File: src/rtl/uart_arb_pkg.sv
// Shared types and UART register map for the UART port arbiter.
package uart_arb_pkg;

  typedef enum logic [2:0] {
    ST_IDLE,
    ST_STAT_ISSUE,
    ST_STAT_WAIT,
    ST_DATA_ISSUE,
    ST_DATA_WAIT,
    ST_GUARD,
    ST_RESP
  } arb_state_e;

  typedef enum logic [1:0] {
    RESP_OK      = 2'd0,
    RESP_EMPTY   = 2'd1,
    RESP_TIMEOUT = 2'd2
  } resp_status_e;

  localparam logic [3:0] ADDR_RX_READY = 4'h0;
  localparam logic [3:0] ADDR_RX_DATA  = 4'h1;
  localparam logic [3:0] ADDR_TX_DATA  = 4'h3;
  localparam logic [3:0] ADDR_TX_READY = 4'h4;

endpackage

File: src/rtl/uart_port_arbiter_rr_arbiter.sv
// Combinational round-robin pick: first requester after last_grant, with wrap.
module rr_arbiter #(
  parameter int NumReq = 2,
  parameter int IdxW   = $clog2(NumReq)
) (
  input  logic [NumReq-1:0] req,
  input  logic [IdxW-1:0]   last_grant,
  output logic [IdxW-1:0]   grant,
  output logic              any_req
);

  int              idx;
  logic [IdxW-1:0] cand;

  // Scan from the farthest offset down so the nearest requester wins last.
  always_comb begin
    grant   = last_grant;
    any_req = |req;
    idx     = 0;
    cand    = '0;
    for (int off = NumReq; off >= 1; off--) begin
      idx = int'(last_grant) + off;
      if (idx >= NumReq) idx = idx - NumReq;
      cand = IdxW'(idx);
      if (req[cand]) grant = cand;
    end
  end

endmodule

File: src/rtl/uart_port_arbiter.sv
// Shares the UART CPU register port between NumReq byte requesters,
// running the status-poll plus data-move sequence for each granted request.
module uart_port_arbiter
  import uart_arb_pkg::*;
#(
  parameter int NumReq        = 2,
  parameter int PollLimit     = 1024,
  parameter int TxGuardCycles = 2
) (
  input  logic                   clk,
  input  logic                   rst_n,
  input  logic [NumReq-1:0]      req,
  input  logic [NumReq-1:0]      req_we,
  input  logic [NumReq-1:0][7:0] req_wdata,
  output logic [NumReq-1:0]      resp_valid,
  output logic [7:0]             resp_data,
  output logic [1:0]             resp_status,
  output logic                   busy,
  output logic [3:0]             uart_addr,
  output logic [7:0]             uart_wdata,
  output logic                   uart_addr_strobe,
  input  logic [7:0]             uart_data
);

  localparam int IdxW   = $clog2(NumReq);
  localparam int PollW  = (PollLimit < 1) ? 1 : $clog2(PollLimit + 1);
  localparam int GuardW = (TxGuardCycles < 2) ? 1 : $clog2(TxGuardCycles);
  localparam logic [PollW:0]    PollLimitW = (PollW + 1)'(PollLimit);
  localparam logic [GuardW-1:0] GuardLast  =
      (TxGuardCycles < 1) ? '0 : GuardW'(TxGuardCycles - 1);

  arb_state_e        state;
  logic [IdxW-1:0]   grant;
  logic [IdxW-1:0]   last_grant;
  logic [IdxW-1:0]   pick;
  logic              any_req;
  logic              we_q;
  logic [7:0]        wdata_q;
  logic [PollW-1:0]  poll_cnt;
  logic [PollW:0]    poll_inc;
  logic [GuardW-1:0] guard_cnt;
  logic [NumReq-1:0] grant_onehot;

  rr_arbiter #(
    .NumReq(NumReq),
    .IdxW  (IdxW)
  ) u_rr (
    .req       (req),
    .last_grant(last_grant),
    .grant     (pick),
    .any_req   (any_req)
  );

  // The extra top bit of poll_inc flags a counter that is already saturated.
  assign poll_inc     = {1'b0, poll_cnt} + (PollW + 1)'(1);
  assign grant_onehot = NumReq'(1) << grant;

  always_ff @(posedge clk or negedge rst_n) begin
    if (!rst_n) begin
      state            <= ST_IDLE;
      grant            <= '0;
      last_grant       <= IdxW'(NumReq - 1);
      we_q             <= 1'b0;
      wdata_q          <= '0;
      poll_cnt         <= '0;
      guard_cnt        <= '0;
      resp_valid       <= '0;
      resp_data        <= '0;
      resp_status      <= RESP_OK;
      busy             <= 1'b0;
      uart_addr        <= '0;
      uart_wdata       <= '0;
      uart_addr_strobe <= 1'b0;
    end else begin
      case (state)
        ST_IDLE: begin
          if (any_req) begin
            grant            <= pick;
            we_q             <= req_we[pick];
            wdata_q          <= req_wdata[pick];
            poll_cnt         <= '0;
            uart_addr        <= req_we[pick] ? ADDR_TX_READY : ADDR_RX_READY;
            uart_addr_strobe <= 1'b1;
            busy             <= 1'b1;
            state            <= ST_STAT_ISSUE;
          end
        end

        ST_STAT_ISSUE: begin
          uart_addr_strobe <= 1'b0;
          state            <= ST_STAT_WAIT;
        end

        // Only bit 0 of a status read carries meaning.
        ST_STAT_WAIT: begin
          if (uart_data[0]) begin
            uart_addr_strobe <= 1'b1;
            if (we_q) begin
              uart_addr  <= ADDR_TX_DATA;
              uart_wdata <= wdata_q;
            end else begin
              uart_addr  <= ADDR_RX_DATA;
            end
            state <= ST_DATA_ISSUE;
          end else if (we_q) begin
            poll_cnt <= poll_inc[PollW] ? poll_cnt : poll_inc[PollW-1:0];
            if ((PollLimit != 0) && (poll_inc == PollLimitW)) begin
              resp_valid  <= grant_onehot;
              resp_status <= RESP_TIMEOUT;
              state       <= ST_RESP;
            end else begin
              uart_addr        <= ADDR_TX_READY;
              uart_addr_strobe <= 1'b1;
              state            <= ST_STAT_ISSUE;
            end
          end else begin
            resp_valid  <= grant_onehot;
            resp_status <= RESP_EMPTY;
            state       <= ST_RESP;
          end
        end

        ST_DATA_ISSUE: begin
          uart_addr_strobe <= 1'b0;
          if (!we_q) begin
            state <= ST_DATA_WAIT;
          end else if (TxGuardCycles == 0) begin
            resp_valid  <= grant_onehot;
            resp_status <= RESP_OK;
            state       <= ST_RESP;
          end else begin
            guard_cnt <= '0;
            state     <= ST_GUARD;
          end
        end

        ST_DATA_WAIT: begin
          resp_data   <= uart_data;
          resp_valid  <= grant_onehot;
          resp_status <= RESP_OK;
          state       <= ST_RESP;
        end

        // Give the UART time to drop write_ready before the next TX poll.
        ST_GUARD: begin
          if (guard_cnt == GuardLast) begin
            resp_valid  <= grant_onehot;
            resp_status <= RESP_OK;
            state       <= ST_RESP;
          end else begin
            guard_cnt <= guard_cnt + GuardW'(1);
          end
        end

        ST_RESP: begin
          resp_valid <= '0;
          last_grant <= grant;
          busy       <= 1'b0;
          state      <= ST_IDLE;
        end

        default: begin
          resp_valid       <= '0;
          uart_addr_strobe <= 1'b0;
          busy             <= 1'b0;
          state            <= ST_IDLE;
        end
      endcase
    end
  end

endmodule

File: config.mk
export PLATFORM = sky130hd
export DESIGN_NAME = uart_port_arbiter
export DESIGN_NICKNAME = d
export VERILOG_FILES = /design/src/rtl/uart_arb_pkg.sv /design/src/rtl/uart_port_arbiter_rr_arbiter.sv /design/src/rtl/uart_port_arbiter.sv
export SDC_FILE = /design/constraint.sdc
export NUM_CORES = 1
export LEC_CHECK = 0
export BUFFER_PORTS_ARGS = -buffer_cell sky130_fd_sc_hd__buf_2
export CAP_MARGIN = 20
export CELL_PAD_IN_SITES_DETAIL_PLACEMENT = 0
export CELL_PAD_IN_SITES_GLOBAL_PLACEMENT = 1
export CORE_MARGIN = 2
export CORE_UTILIZATION = 37
export CTS_CLUSTER_SIZE = 30
export DETAILED_ROUTE_END_ITERATION = 8
export GPL_ROUTABILITY_DRIVEN = 0
export PLACE_DENSITY_LB_ADDON = 0.1
export SLEW_MARGIN = 20
export SYNTH_ARGS = -nofsm -noshare
export SYNTH_HDL_FRONTEND = slang
export SYNTH_SLANG_ARGS = --single-unit
File: constraint.sdc
create_clock -name clk -period 2.2 [get_ports clk]
set_input_delay 0.11 -clock clk [delete_from_list [all_inputs] [get_ports clk]]
set_output_delay 0.11 -clock clk [all_outputs]
set_load 0.02 [all_outputs]
==> flow_summary.json <==
{
  "grt_pass1_vias": 1998,
  "path_max_fanout": 6,
  "p_clk_share_pct": 18.7,
  "rows": 30,
  "num_antenna_cells": 0,
  "synth_compound_area_share_pct": 17.6,
  "p_leak_nw": 1.50,
  "grt_pass1_wl_mm": 10.1,
  "post-dp-hpwl_mm": 4.46,
  "hold_slack_ns": 0.0274,
  "ys.flop_type": "dfrtp_1",
  "dr.first_iter.drc_count": 139,
  "async_reset_ff_share_pct": 100,
  "slew_viol_final": 0,
  "root_buffer": "clkbuf_8",
  "fp.dieH_um": 86.8,
  "synth_cell_types": 48,
  "tightest_slew_ns": 0.601,
  "tns_ns": 0,
  "multiInputGateArea_mm2": 0.00118,
  "cap_violations": 0,
  "htree_levels": 2,
  "rsz0062_at_grt": "yes",
  "cp-end-kind": "flop",
  "floorplan.initialDensity_pct": 37.7,
  "via_per_inst": 5.19,
  "syn_area_mm2": 0.00253,
  "final_common_cell": "buf_2",
  "cpPeakStageDelay_ns": 0.39,
  "hold_viol": 0,
  "grt_max_degree": 33,
  "clk_path_buf_depth": 2,
  "synth_edf_count": 0,
  "cp_slowest_cell": "dfrtp_1",
  "finalSetupViolCount": 0,
  "first_pass_iters": 4,
  "synth_top_family_by_area": "compound AO/OA/AOI/OAI gates",
  "drive_gt1_share_pct": 35.1,
  "synthAdderAreaFrac_pct": 0.494,
  "cts_buffers": 5,
  "grt-ovfl-total": 0,
  "min_period_over_period_pct": 96.7,
  "place.port_buffers": 54,
  "clk-insertion-delay-late_ns": 0.30,
  "comb_power_share_pct": 44.6,
  "skew_ns": 0.00504,
  "switching_share_pct": 38.4,
  "placeableCoreArea_mm2": 0.00672,
  "yosys_register_bits": 51,
  "routed_wl_mm": 5.93,
  "fin_nets": 349,
  "synth_xor_area_share_pct": 0,
  "antenna_found_initial": 0,
  "finalCriticalPeriod_ns": 2.13,
  "wire_per_inst_um": 14.9,
  "grt_use_total_pct": 17.1,
  "die_w_um": 86.8,
  "cts_tree": "done",
  "cp.required_ns": 2.40,
  "pwr-share-seq_pct": 36.7,
  "vdd_ir_drop_max_mv": 0.623,
  "fmax_ghz": 0.470,
  "power_mw": 4.12,
  "cp.arrival_ns": 2.32,
  "layout_setup_ws_ns": 0.0731,
  "path_clk_slew_ns": 0.09,
  "critPathKind": "reg2reg",
  "slew_headroom_pct": 59.9,
  "vias": 2071,
  "ys_seq_area_share_pct": 50.4,
  "die_area_mm2": 0.00753,
  "p_sw_mw": 1.58,
  "p_int_mw": 2.54,
  "synth.net_count": 281,
  "final_cell_mix": "buf_2, dfrtp_1, nand2_1",
  "cp_num_buf_inv": 0,
  "ys_warn_count": 0,
  "antenna_left": 0,
  "crit_chain": "ha_1, and4_2, nand2b_4, mux2i_1, a31oi_2, o31ai_2, mux2_2",
  "post-route-util_pct": 46.9,
  "drc_errors": 0,
  "place_ws_ns": 0.113,
  "status": "complete, no violations",
  "num_io_pins": 56,
  "synth_mux_area_share_pct": 11.5,
  "post_synth_and_or_nand_nor_area_fraction_pct": 15.6,
  "syn2layout_area_growth_pct": 24.2,
  "regArea_mm2": 0.00128,
  "nFillCells": 664,
  "avgSynthCellArea_um2": 10.1,
  "cts.sinks": 51,
  "min_path_type": "in2reg",
  "synth_cells": 250,
  "power.density_mw_per_mm2": 1310,
  "crit_path_start_kind": "flop",
  "path_delay_family": "multiplexers"
}
==> synthesized netlist by cell type, types with 2 or more instances <==
library cell,number,share of area [%]
o41ai_1,2,0.69
o221ai_1,2,0.69
o21ai_0,29,5.7
mux2_2,17,7.6
a21oi_1,7,1.4
nand2_1,30,4.4
nor4_1,3,0.74
a21o_1,4,1.2
buf_2,3,0.59
o31a_1,3,1.0
and2_1,2,0.49
o31ai_1,6,1.8
nand2b_1,4,0.99
inv_1,4,0.59
dfrtp_1,50,49
o21a_1,2,0.59
o22ai_1,4,0.99
nand3_1,10,2.0
nor3_1,4,0.79
clkbuf_1,6,0.89
and3_1,2,0.49
buf_6,3,1.3
nor2_1,17,2.5
a31oi_1,3,0.74
mux2i_1,10,3.9
==> per-stage QoR <==
stage	cell area, µm²	instances
finish	3150	399
global route	3150	399
detailed placement	2970	389
floorplan	2540	250
CTS	3120	398
global placement	2970	389
==> worst reg2reg max path, stage by stage (launching register included) <==
cell and delay [ns]:
dfrtp_1 0.39, ha_1 0.21, and4_2 0.28, nand2b_4 0.11, mux2i_1 0.22, a31oi_2 0.14
o31ai_2 0.31, mux2_2 0.37
==> layer usage <==
| metal | vias to the layer above | part of all wire [%] | GRT usage [%] |
|---|---|---|---|
| met3 | 5 | 4.2 | 3.52 |
| met1 | 983 | 46 | 24.1 |
| met4 | 0 | 1.2 | 4.26 |
| met2 | 47 | 48 | 26.9 |
| li1 | 1036 | - | - |
| met5 | - | 0 | 0 |
==> worst paths after layout <==
path,slack [ns],end,cells past startpoint,startpoint
min in group asynchronous,0.27,poll_cnt[3],2,rst_n
max,0.07,uart_addr[2],7,poll_cnt[0]
max in group asynchronous,1.13,last_grant,3,rst_n
max reg2reg,0.07,uart_addr[2],7,poll_cnt[0]
min reg2reg,0.48,wdata_q[7],2,wdata_q[7]
min,0.03,resp_data[4],2,uart_data[4]
==> flip-flops by register name, summed over array words and instances, names as in the netlist <==
register and count:
poll_cnt 11, resp_data 8, uart_wdata 8, wdata_q 8, state 3, uart_addr 3, resp_status 2, resp_valid 2
busy 1, grant 1, guard_cnt 1, last_grant 1, uart_addr_strobe 1, we_q 1
==> area by class of cell <==
cell class	count	share of cell area (%)
Sequential cell	51	40.6
Timing Repair Buffer	76	13.9
Clock buffer	6	2.30
Tap cell	80	3.18
Clock inverter	2	1.91
Inverter	5	0.596
Multi-Input combinational cell	179	37.5
==> what timing repair did <==
item	CTS	global route
setup buffers	0	1
endpoints found under the hold margin	19	0
resized for setup	0	5
hold buffers	1	0
endpoints found under the setup margin	0	5
==> cell families after synthesis <==
| kind of cell | Yosys count |
|---|---|
| AO/OA/AOI/OAI | 69 |
| adder cells (fa/ha/maj) | 1 |
| buffers and inverters | 20 |
| flip-flops | 51 |
| multiplexers | 27 |
| other | 1 |
| AND/OR/NAND/NOR | 81 |
==> power by group through the flow <==
stage / Combinational [mW] / Clock, mW / Sequential, mW
after global placement: 1.83 / 0 / 1.52
final: 1.84 / 0.768 / 1.51
after detailed placement: 1.83 / 0 / 1.53
after floorplan: 0.937 / 0 / 1.74
after CTS: 1.84 / 0.788 / 1.51
after global routing: 2.04 / 0.821 / 1.57
Power figures use the tool's default switching activity.
